[config.mk]
export PLATFORM = sky130hd
export DESIGN_NAME = fpu_norm_lshift
export DESIGN_NICKNAME = d
export VERILOG_FILES = /design/src/rtl/fpu_pkg.sv /design/src/rtl/fpu_lzc32.sv /design/src/rtl/fpu_norm_lshift.sv
export SDC_FILE = /design/constraint.sdc
export NUM_CORES = 1
export LEC_CHECK = 0
export BUFFER_PORTS_ARGS = -buffer_cell sky130_fd_sc_hd__buf_2
export CELL_PAD_IN_SITES_DETAIL_PLACEMENT = 2
export CELL_PAD_IN_SITES_GLOBAL_PLACEMENT = 2
export CORE_ASPECT_RATIO = 1.1
export CORE_MARGIN = 4
export CORE_UTILIZATION = 39
export DETAILED_ROUTE_END_ITERATION = 10
export GPL_TIMING_DRIVEN = 0
export PLACE_DENSITY = 0.93
export SLEW_MARGIN = 5
export SYNTH_ARGS = -nofsm -noshare
export SYNTH_HDL_FRONTEND = slang
export SYNTH_SLANG_ARGS = --single-unit
[constraint.sdc]
create_clock -name clk_i -period 4.91 [get_ports clk_i]
set_clock_uncertainty 0.1 [all_clocks]
set_input_delay 0.2455 -clock clk_i [delete_from_list [all_inputs] [get_ports clk_i]]
set_output_delay 0.2455 -clock clk_i [all_outputs]
set_load 0.02 [all_outputs]
[src/rtl/fpu_pkg.sv]
// ---------------------------------------------------------------------------
// fpu_pkg
// Shared types for the FP32 normalizer datapath.
//   fp32_exp_t  : 8-bit biased exponent
//   fp32_mant_t : 32-bit working mantissa
//   shamt_t     : 5-bit left-shift amount (0..31)
//   norm_beat_t : contents of the first pipeline register of fpu_norm_lshift
// ---------------------------------------------------------------------------
package fpu_pkg;

  localparam int unsigned MANT_W = 32;
  localparam int unsigned EXP_W  = 8;
  localparam int unsigned SH_W   = 5;

  // Leading-zero count reported for an all-zero mantissa.
  localparam logic [5:0] LZ_ALL_ZERO = 6'd32;

  typedef logic [EXP_W-1:0]  fp32_exp_t;
  typedef logic [MANT_W-1:0] fp32_mant_t;
  typedef logic [SH_W-1:0]   shamt_t;

  typedef struct packed {
    logic       sign;
    fp32_exp_t  exp;
    fp32_mant_t mant;
    shamt_t     shamt;
    logic       zero;
    logic       denorm;
  } norm_beat_t;

endpackage : fpu_pkg

[src/rtl/fpu_lzc32.sv]
// ---------------------------------------------------------------------------
// fpu_lzc32
// Combinational 32-bit leading-zero counter.
//   data : input word
//   lz   : number of leading zeros, 0..32 (32 when data is zero)
// The word is split into eight nibbles; each nibble reports 0..4 leading
// zeros, and the counts are summed from the top down until the first
// non-zero nibble.
// ---------------------------------------------------------------------------
module fpu_lzc32
  import fpu_pkg::*;
(
  input  logic [31:0] data,
  output logic [5:0]  lz
);

  logic [7:0][2:0] nib_lz;   // index 0 is the most significant nibble
  logic [7:0]      nib_zero;

  genvar gi;
  generate
    for (gi = 0; gi < 8; gi++) begin : g_nib
      logic [3:0] nib;
      assign nib          = data[31-4*gi -: 4];
      assign nib_zero[gi] = (nib == 4'd0);

      always_comb begin
        casez (nib)
          4'b1???: nib_lz[gi] = 3'd0;
          4'b01??: nib_lz[gi] = 3'd1;
          4'b001?: nib_lz[gi] = 3'd2;
          4'b0001: nib_lz[gi] = 3'd3;
          default: nib_lz[gi] = 3'd4;
        endcase
      end
    end
  endgenerate

  // An all-zero nibble contributes 4 and lets the scan continue; the first
  // non-zero nibble contributes its own count and stops it.
  always_comb begin
    logic [5:0] cnt;
    logic       done;
    cnt  = '0;
    done = 1'b0;
    for (int i = 0; i < 8; i++) begin
      if (!done) begin
        cnt  = cnt + {3'b000, nib_lz[i]};
        done = !nib_zero[i];
      end
    end
    lz = cnt;
  end

endmodule : fpu_lzc32

[src/rtl/fpu_norm_lshift.sv]
// ---------------------------------------------------------------------------
// fpu_norm_lshift
// Two-stage pipelined left-normalizer for the FP32 datapath. Counts leading
// zeros of an unnormalized mantissa, shifts its MSB to bit 31 and lowers the
// exponent accordingly, saturating into the denormal range.
//
// Ports:
//   clk_i, rst_ni      : clock (rising edge), asynchronous active-low reset
//   flush_i            : synchronous clear of both pipeline stages
//   in_valid_i/ready_o : input handshake
//   in_sign_i          : sign, passed through
//   in_exp_i           : biased exponent (8 bits)
//   in_mant_i          : unnormalized mantissa (32 bits)
//   out_valid_o/ready_i: output handshake
//   out_sign_o         : sign
//   out_exp_o          : adjusted exponent
//   out_mant_o         : normalized mantissa
//   out_zero_o         : result is exact zero
//   out_denorm_o       : result is denormal (exp 0, mantissa non-zero)
//
// Build option:
//   FPU_NORM_FTZ_EN : when defined, results that would be denormal are
//                     flushed to zero (mant 0, exp 0, zero 1, denorm 0).
// ---------------------------------------------------------------------------
module fpu_norm_lshift
  import fpu_pkg::*;
(
  input  logic        clk_i,
  input  logic        rst_ni,
  input  logic        flush_i,

  input  logic        in_valid_i,
  output logic        in_ready_o,
  input  logic        in_sign_i,
  input  logic [7:0]  in_exp_i,
  input  logic [31:0] in_mant_i,

  output logic        out_valid_o,
  input  logic        out_ready_i,
  output logic        out_sign_o,
  output logic [7:0]  out_exp_o,
  output logic [31:0] out_mant_o,
  output logic        out_zero_o,
  output logic        out_denorm_o
);

  // -------------------------------------------------------------------------
  // Handshake
  // -------------------------------------------------------------------------
  logic s1_valid;
  logic s2_valid;
  logic s1_adv;
  logic s2_adv;

  assign s2_adv     = !s2_valid || out_ready_i;
  assign s1_adv     = !s1_valid || s2_adv;
  assign in_ready_o = s1_adv;

  // -------------------------------------------------------------------------
  // Stage 1: leading-zero count and exponent adjustment
  // -------------------------------------------------------------------------
  logic [5:0] lz;
  norm_beat_t s1_next;
  norm_beat_t s1_beat;

  fpu_lzc32 u_lzc (
    .data (in_mant_i),
    .lz   (lz)
  );

  always_comb begin
    s1_next      = '0;
    s1_next.sign = in_sign_i;
    s1_next.mant = in_mant_i;
    if (lz == LZ_ALL_ZERO) begin
      // Zero mantissa: incoming mant is already zero, exponent forced to 0.
      s1_next.zero = 1'b1;
    end else if ({3'b000, lz} < {1'b0, in_exp_i}) begin
      // Normal: lz < exp guarantees the subtraction stays positive.
      s1_next.shamt = lz[4:0];
      s1_next.exp   = in_exp_i - {2'b00, lz};
    end else begin
`ifdef FPU_NORM_FTZ_EN
      s1_next.mant = '0;
      s1_next.zero = 1'b1;
`else
      // Denormal: exp <= lz <= 31 here, so exp-1 fits in the shift amount.
      // Shifting by exp-1 leaves the value at the minimum exponent.
      s1_next.denorm = 1'b1;
      if (in_exp_i != 8'd0) begin
        s1_next.shamt = in_exp_i[4:0] - 5'd1;
      end
`endif
    end
  end

  always_ff @(posedge clk_i or negedge rst_ni) begin
    if (!rst_ni) begin
      s1_valid <= 1'b0;
      s1_beat  <= '0;
    end else begin
      if (flush_i) begin
        s1_valid <= 1'b0;
      end else if (s1_adv) begin
        s1_valid <= in_valid_i;
      end
      // Data loads only on a real transfer so a stalled beat is held.
      if (s1_adv && in_valid_i) begin
        s1_beat <= s1_next;
      end
    end
  end

  // -------------------------------------------------------------------------
  // Stage 2: barrel shift, 16/8/4/2/1 cascade driven by shamt[4:0]
  // -------------------------------------------------------------------------
  logic [5:0][31:0] shift_stage;

  assign shift_stage[0] = s1_beat.mant;

  genvar gi;
  generate
    for (gi = 0; gi < 5; gi++) begin : g_shift
      localparam int unsigned AMT = 16 >> gi;
      assign shift_stage[gi+1] = s1_beat.shamt[4-gi] ? (shift_stage[gi] << AMT)
                                                     : shift_stage[gi];
    end
  endgenerate

  logic        s2_sign;
  logic [7:0]  s2_exp;
  logic [31:0] s2_mant;
  logic        s2_zero;
  logic        s2_denorm;

  always_ff @(posedge clk_i or negedge rst_ni) begin
    if (!rst_ni) begin
      s2_valid  <= 1'b0;
      s2_sign   <= 1'b0;
      s2_exp    <= '0;
      s2_mant   <= '0;
      s2_zero   <= 1'b0;
      s2_denorm <= 1'b0;
    end else begin
      if (flush_i) begin
        s2_valid <= 1'b0;
      end else if (s2_adv) begin
        s2_valid <= s1_valid;
      end
      // Holding data unless a beat moves keeps outputs stable under stall.
      if (s2_adv && s1_valid) begin
        s2_sign   <= s1_beat.sign;
        s2_exp    <= s1_beat.exp;
        s2_mant   <= shift_stage[5];
        s2_zero   <= s1_beat.zero;
        s2_denorm <= s1_beat.denorm;
      end
    end
  end

  assign out_valid_o  = s2_valid;
  assign out_sign_o   = s2_sign;
  assign out_exp_o    = s2_exp;
  assign out_mant_o   = s2_mant;
  assign out_zero_o   = s2_zero;
  assign out_denorm_o = s2_denorm;

endmodule : fpu_norm_lshift

== After elaboration in Yosys (flattened, before gate mapping) ==
Cells that the tools add are included.
Storage, ports and cells
  input bits: 46
  output and inout bits: 45
  register bits after elaboration: 93
  word-level logic and storage cells: 109
Operators by class
  add/sub/neg operators: 9
  reduce and logical (&&, ||, !) cells: 23
  muxes and demuxes: 38
  $lt $le $gt $ge: 1
  eq/ne operators: 25
Operators by type and width (count)
  32-bit 2-to-1 mux: 5
  3-bit one-hot mux with 4 select lines: 8
  6-bit 2-to-1 mux: 7
  6-bit by 3-bit adder with 6-bit output: 6
  4-bit by 1-bit equality test with 1-bit output, second input constant: 8
  4-bit logical NOT: 7
  3-bit by 1-bit equality test with 1-bit output, second input constant: 8
  2-bit by 1-bit equality test with 1-bit output, second input constant: 8
  8-bit 2-to-1 mux: 2
  5-bit 2-to-1 mux: 3
  1-bit 2-to-1 mux: 13
  1-bit logical NOT: 9
  6-bit by 8-bit less-than comparator with 1-bit output: 1
  8-bit nonzero test: 1
  8-bit by 6-bit subtractor with 8-bit output: 1
  6-bit equality test, second input constant: 1
  5-bit by 1-bit subtractor with 5-bit output, second input constant: 1
  3-bit by 3-bit adder with 4-bit output: 1
  2-bit nonzero test: 2
  1-bit logical AND: 2
  1-bit logical OR: 2

== Longest topological paths before layout ==
  word-level depth: 19
  mapped depth: 43
  gate-level depth less buffers: 42

== Hierarchy ==
A second synthesis with hierarchy kept.
Unflattened totals
  cell total of the unflattened synthesis: 844
  area, all modules: 7354.6 um2
Modules (own cells, without submodules)
  fpu_norm_lshift: cells an instance 634, instances 1, area each 5811.8 um2
  fpu_lzc32: cells an instance 210, instances 1, area each 1542.7 um2

== Worst setup path before layout ==
OpenSTA, ideal clock, no wires.
  path kind: input-to-reg
  from: in in_mant_i[29]
  to: reg s1_beat[5] (netlist name)
  setup time: 0.122 ns
  cell stages on the path: 41
  path slack: -3.409 ns
  path buffers: 1
  data arrival time: 8.097 ns
  cell sequence: inv_1 a21oi_1 nor2_1 ha_1 inv_1 fa_1 a211oi_1 fa_1 a21o_1 inv_1 fa_1 nor2_1 a21oi_1 o21bai_1 inv_1 fa_1 a21oi_1 inv_1 (+5 left out) fa_1 a21oi_1 fa_1 xor2_1 nand2_1 o21ai_0 a21boi_0 ha_1 nor2b_1 o21ai_0 nand2b_1 a21o_1 a21oi_1 o21ai_0 nand3_1 clkbuf_1 o22a_1 o21ai_1
Between the ends
  cells in the longest elaborated chain, start to end: 19
Ends and longest elaborated chain
  start, declared: RTL line fpu_norm_lshift.sv:36  | input logic [31:0] in_mant_i,
  4-bit by 1-bit equality test with 1-bit output / 3-bit by 1-bit equality test with 1-bit output (equally long branches): RTL line fpu_lzc32.sv:28  | casez (nib)
  3-bit one-hot mux with 4 select lines: RTL line fpu_lzc32.sv:28
  3-bit by 3-bit adder with 4-bit output: RTL line fpu_lzc32.sv:48  | cnt = cnt + {3'b000, nib_lz[i]};
  6-bit 2-to-1 mux: RTL line fpu_lzc32.sv:47  | if (!done) begin
  6-bit by 3-bit adder with 6-bit output: RTL line fpu_lzc32.sv:48
  6-bit 2-to-1 mux: RTL line fpu_lzc32.sv:47
  6-bit by 3-bit adder with 6-bit output: RTL line fpu_lzc32.sv:48
  6-bit 2-to-1 mux: RTL line fpu_lzc32.sv:47
  (+3 left out)
  6-bit 2-to-1 mux: RTL line fpu_lzc32.sv:47
  6-bit by 3-bit adder with 6-bit output: RTL line fpu_lzc32.sv:48
  6-bit 2-to-1 mux: RTL line fpu_lzc32.sv:47
  6-bit by 3-bit adder with 6-bit output: RTL line fpu_lzc32.sv:48
  6-bit 2-to-1 mux *: RTL line fpu_lzc32.sv:47
  6-bit by 8-bit less-than comparator with 1-bit output: RTL line fpu_norm_lshift.sv:78  | end else if ({3'b000, lz} < {1'b0, in_exp_i}) begin
  5-bit 2-to-1 mux: RTL line fpu_norm_lshift.sv:78
  5-bit 2-to-1 mux *: RTL line fpu_norm_lshift.sv:75  | if (lz == LZ_ALL_ZERO) begin
  end signal, assigned: RTL line fpu_norm_lshift.sv:109  | s1_beat <= s1_next;
  end, declared: RTL line fpu_norm_lshift.sv:64  | norm_beat_t s1_beat;
Mark *: on every way between the ends. The rest lies on a longest branch, timed or not.
A chain may end at the register's enable or synchronous reset.

== Final worst setup path ==
  from: in in_mant_i[27]
  to: reg s1_beat[2] (netlist name)
Between the ends
  cells in the longest elaborated chain, start to end: 19
Ends and longest elaborated chain (RTL line)
  4-bit by 1-bit equality test with 1-bit output (tied with other cells): fpu_lzc32.sv:28
  3-bit one-hot mux with 4 select lines: fpu_lzc32.sv:28
  3-bit by 3-bit adder with 4-bit output: fpu_lzc32.sv:48
  6-bit 2-to-1 mux: fpu_lzc32.sv:47
  6-bit by 3-bit adder with 6-bit output: fpu_lzc32.sv:48
  6-bit 2-to-1 mux: fpu_lzc32.sv:47
  6-bit by 3-bit adder with 6-bit output: fpu_lzc32.sv:48
  6-bit 2-to-1 mux: fpu_lzc32.sv:47
  (+3 left out)
  6-bit 2-to-1 mux: fpu_lzc32.sv:47
  6-bit by 3-bit adder with 6-bit output: fpu_lzc32.sv:48
  6-bit 2-to-1 mux: fpu_lzc32.sv:47
  6-bit by 3-bit adder with 6-bit output: fpu_lzc32.sv:48
  6-bit 2-to-1 mux *: fpu_lzc32.sv:47
  6-bit by 8-bit less-than comparator with 1-bit output: fpu_norm_lshift.sv:78
  5-bit 2-to-1 mux: fpu_norm_lshift.sv:78
  5-bit 2-to-1 mux *: fpu_norm_lshift.sv:75
Marked as above.

==> flow_summary.ini <==
[clock_tree]
tritoncts = done
htree_num_levels = 3
cts_buffers = 9
clk_latency_ns = 0.37
clock_path_buffers = 2
path_clk_slew_ns = 0.08
numClockSinks = 93
root_buffer = clkbuf_16

[synth]
syn-num-nets = 904
synthCells = 820
synth-async-reset-ratio_pct = 100
syn_area_sq_um = 7030
synth_cell_type_count = 67
ys_seq_area_share_pct = 33.1
avgSynthCellArea_sq_um = 8.58
yosysWarnings = 0
synth-seq-cells = 93
synth-main-ff-cell = dfrtp_1
synth-edff-count = 0

[global_route]
antenna_found_initial = 0
grt_usage_pct = 35.2
overflow = 0
grt_pass1_vias = 8244
grt_max_degree = 59
grt_pass1_wl_mm = 53.7

[floorplanning]
core_sq_um = 17700
ios = 91
die_w_microns = 136
die_h_microns = 149
start_util_pct = 39.6
die_area_sq_um = 20200
num_rows = 51

[critical_path]
r2r_cells = 9
crit_slowest_cell = fa_1
end_kind = flip-flop
cp_top_family = compound AO/OA/AOI/OAI gates
r2r_slack_ns = 1.16
crit_required_ns = 5.06
path_class = in -> reg
crit_buf_inv = 6
timing.critical_path.from = in_mant_i[27]
crit_end = s1_beat[2]$_DFFE_PN0P_
cp_max_fo = 5
crit_path_max_incr_delay_ns = 0.53
cp-start-kind = primary input
cp.depth = 38
worstPathArrival_ns = 9.09
worst_path_most_repeated_cell = fa_1
r2r_start = s1_beat[5]$_DFFE_PN0P_
r2r_end = out_mant_o[31]$_DFFE_PN0P_

[routing]
routed_wl_mm = 40.8
wl_per_cell_microns = 33.8
dr_total_vias = 8033
drc = 0
drtIter0Drc = 607
vias_per_cell = 6.64
ant_nets = 0
dr.pass1.iters = 7

[place]
hpwlAfterDp_mm = 22.4
numPortBuffers = 90
pre_cts_ws_ns = -4.34
gp_congestion = 0.873
dp.cells = 1149

[sta]
maxSlewViolCount = 0
hold_violations = 0
finalCritPeriodShare_pct = 182
finalSetupViolations = 15
fmax_ghz = 0.112
timing.slew.headroom_pct = 34.3
rsz0062_at_grt = true
final.setup.tns_ns = -56.16
tightest_slew_ns = 0.976
worst_slack_ns = -4.03
post-route-min-period_ns = 8.94

[outcome]
violations = negative setup slack
outcome = finished, violations left

[finish]
finalNetCount = 1050
fillCellCount = 1887
syn_to_final_growth_pct = 30.7
fin_util_pct = 51.8
drive_above_1_share_pct = 31.5
finalNonFillerCells = 1209
num_antenna_cells = 0

[pwr]
p_leak_nw = 3.95
p_per_area_nw_per_um2 = 320
ir_drop_mv = 0.175
p_total_mw = 2.94

[worst_hold_path]
hp-class = in -> reg

[job]
cap_violations = 0
==> worst min-delay path by stage <==
stage | start | endpoint | slack [ns] | cells past startpoint
after global placement | flush_i | s1_valid$_DFFE_PN0P_ | 0.32 | 2
after floorplan | rst_ni | out_denorm_o$_DFFE_PN0P_ | -0.15 | 0
final | in_sign_i | s1_beat[47]$_DFFE_PN0P_ | 0.04 | 2
after CTS | in_sign_i | s1_beat[47]$_DFFE_PN0P_ | 0.03 | 2
after detailed placement | rst_ni | out_mant_o[9]$_DFFE_PN0P_ | 0.15 | 1
after global routing | in_sign_i | s1_beat[47]$_DFFE_PN0P_ | 0.04 | 2
==> kinds of logic after synthesis <==
logic type / share of synthesized area (%)
AOI/OAI and AO/OA: 19.1
xor gates and xnor gates: 3.17
adders and majority gates: 7.61
buffers and inverters: 4.68
DFF: 33.1
muxes: 15.5
and+or+nand+nor: 16.9
==> sequential cells by signal (all words and copies together), names as in the netlist <==
register / cells
out_valid_o: 1
s1_beat: 48
out_sign_o: 1
out_denorm_o: 1
out_zero_o: 1
out_exp_o: 8
out_mant_o: 32
s1_valid: 1
==> repair_timing <==
item,4_1_cts,5_1_grt
gates resized for setup,76,51
endpoints found under the hold margin,37,0
setup endpoints to repair,15,15
hold buffers,2,0
pin swaps,50,37
gates cloned,1,0
buffers inserted,24,17
==> cells in the final DEF (no fill, tap or decap), types with 4 or more instances in the layout <==
cell	count
a21oi_4	6
buf_2	84
a21oi_2	7
clkbuf_1	32
xor2_1	5
a21o_1	8
o21ai_0	76
ha_4	8
mux2_2	49
o31ai_4	7
or4_1	4
nand2_1	112
buf_4	39
and3_1	4
a211oi_1	9
nor2_2	4
a22oi_1	4
nand3_1	4
buf_6	8
clkbuf_16	10
ha_1	21
or2_2	5
a21oi_1	51
nand2b_1	9
o21ai_1	4
nor2_1	64
nor3_1	13
fa_1	5
inv_2	9
dfrtp_1	93
buf_12	4
o21ai_2	10
xnor2_1	11
nor2b_1	11
mux2i_1	48
buf_1	10
inv_1	25
==> cell usage after synthesis (all sizes together) (5+ instances only) <==
cell    count  area [sq um]
nand2     112           420
dfrtp      93          2330
o21ai      91           455
nor2       71           267
a21oi      64           320
mux2       50           563
mux2i      48           480
inv        36           135
clkbuf     32           120
ha         30           375
nor3       17          90.1
buf        14          70.1
xnor2      14           130
a211oi     12          90.1
nor2b      12          75.1
o31ai      10           109
nand2b      9          56.3
a21o        8          60.1
fa          8           160
xor2        8          70.1
nor4        6          58.8
or2         6          37.5
nand3       5          25.0
o22a        5          43.8
or4         5          37.5
==> where the power goes <==
part / total [mW] / switching (mW) / internal [mW]
logic: 1.08 / 0.705 / 0.375
clock network: 0.842 / 0.386 / 0.456
registers: 1.02 / 0.123 / 0.894
total: 2.94 / 1.21 / 1.73
==> metal layers <==
| layer | routed length [microns] | track usage (%) | up-vias |
|---|---|---|---|
| met5 | 0 | 0 | - |
| met2 | 20100 | 62.5 | 546 |
| met4 | 3450 | 19.4 | 0 |
| li1 | - | - | 3188 |
| met3 | 2520 | 4.69 | 235 |
| met1 | 14800 | 40.7 | 4064 |
==> final cells by class <==
| type | instances | area (sq um) | area share [%] |
|---|---|---|---|
| tap | 238 | 298 | 3.24 |
| multi-input combinational | 644 | 4960 | 54.0 |
| clock buffer | 10 | 229 | 2.49 |
| clock inverter | 6 | 93.8 | 1.02 |
| timing repair buffer | 135 | 913 | 9.94 |
| inverter | 37 | 159 | 1.73 |
| buffer | 46 | 211 | 2.30 |
| sequential | 93 | 2330 | 25.3 |
==> stage by stage <==
step | cell area (sq um) | hold WS, ns
6_report | 9190 | 0.0400
5_1_grt | 9190 | 0.0392
4_1_cts | 8780 | 0.0316
3_5_place_dp | 7890 | 0.150
3_3_place_gp | 7860 | 0.319
2_1_floorplan | 7110 | -0.150
Note: power is estimated with default switching activity, not from simulation.
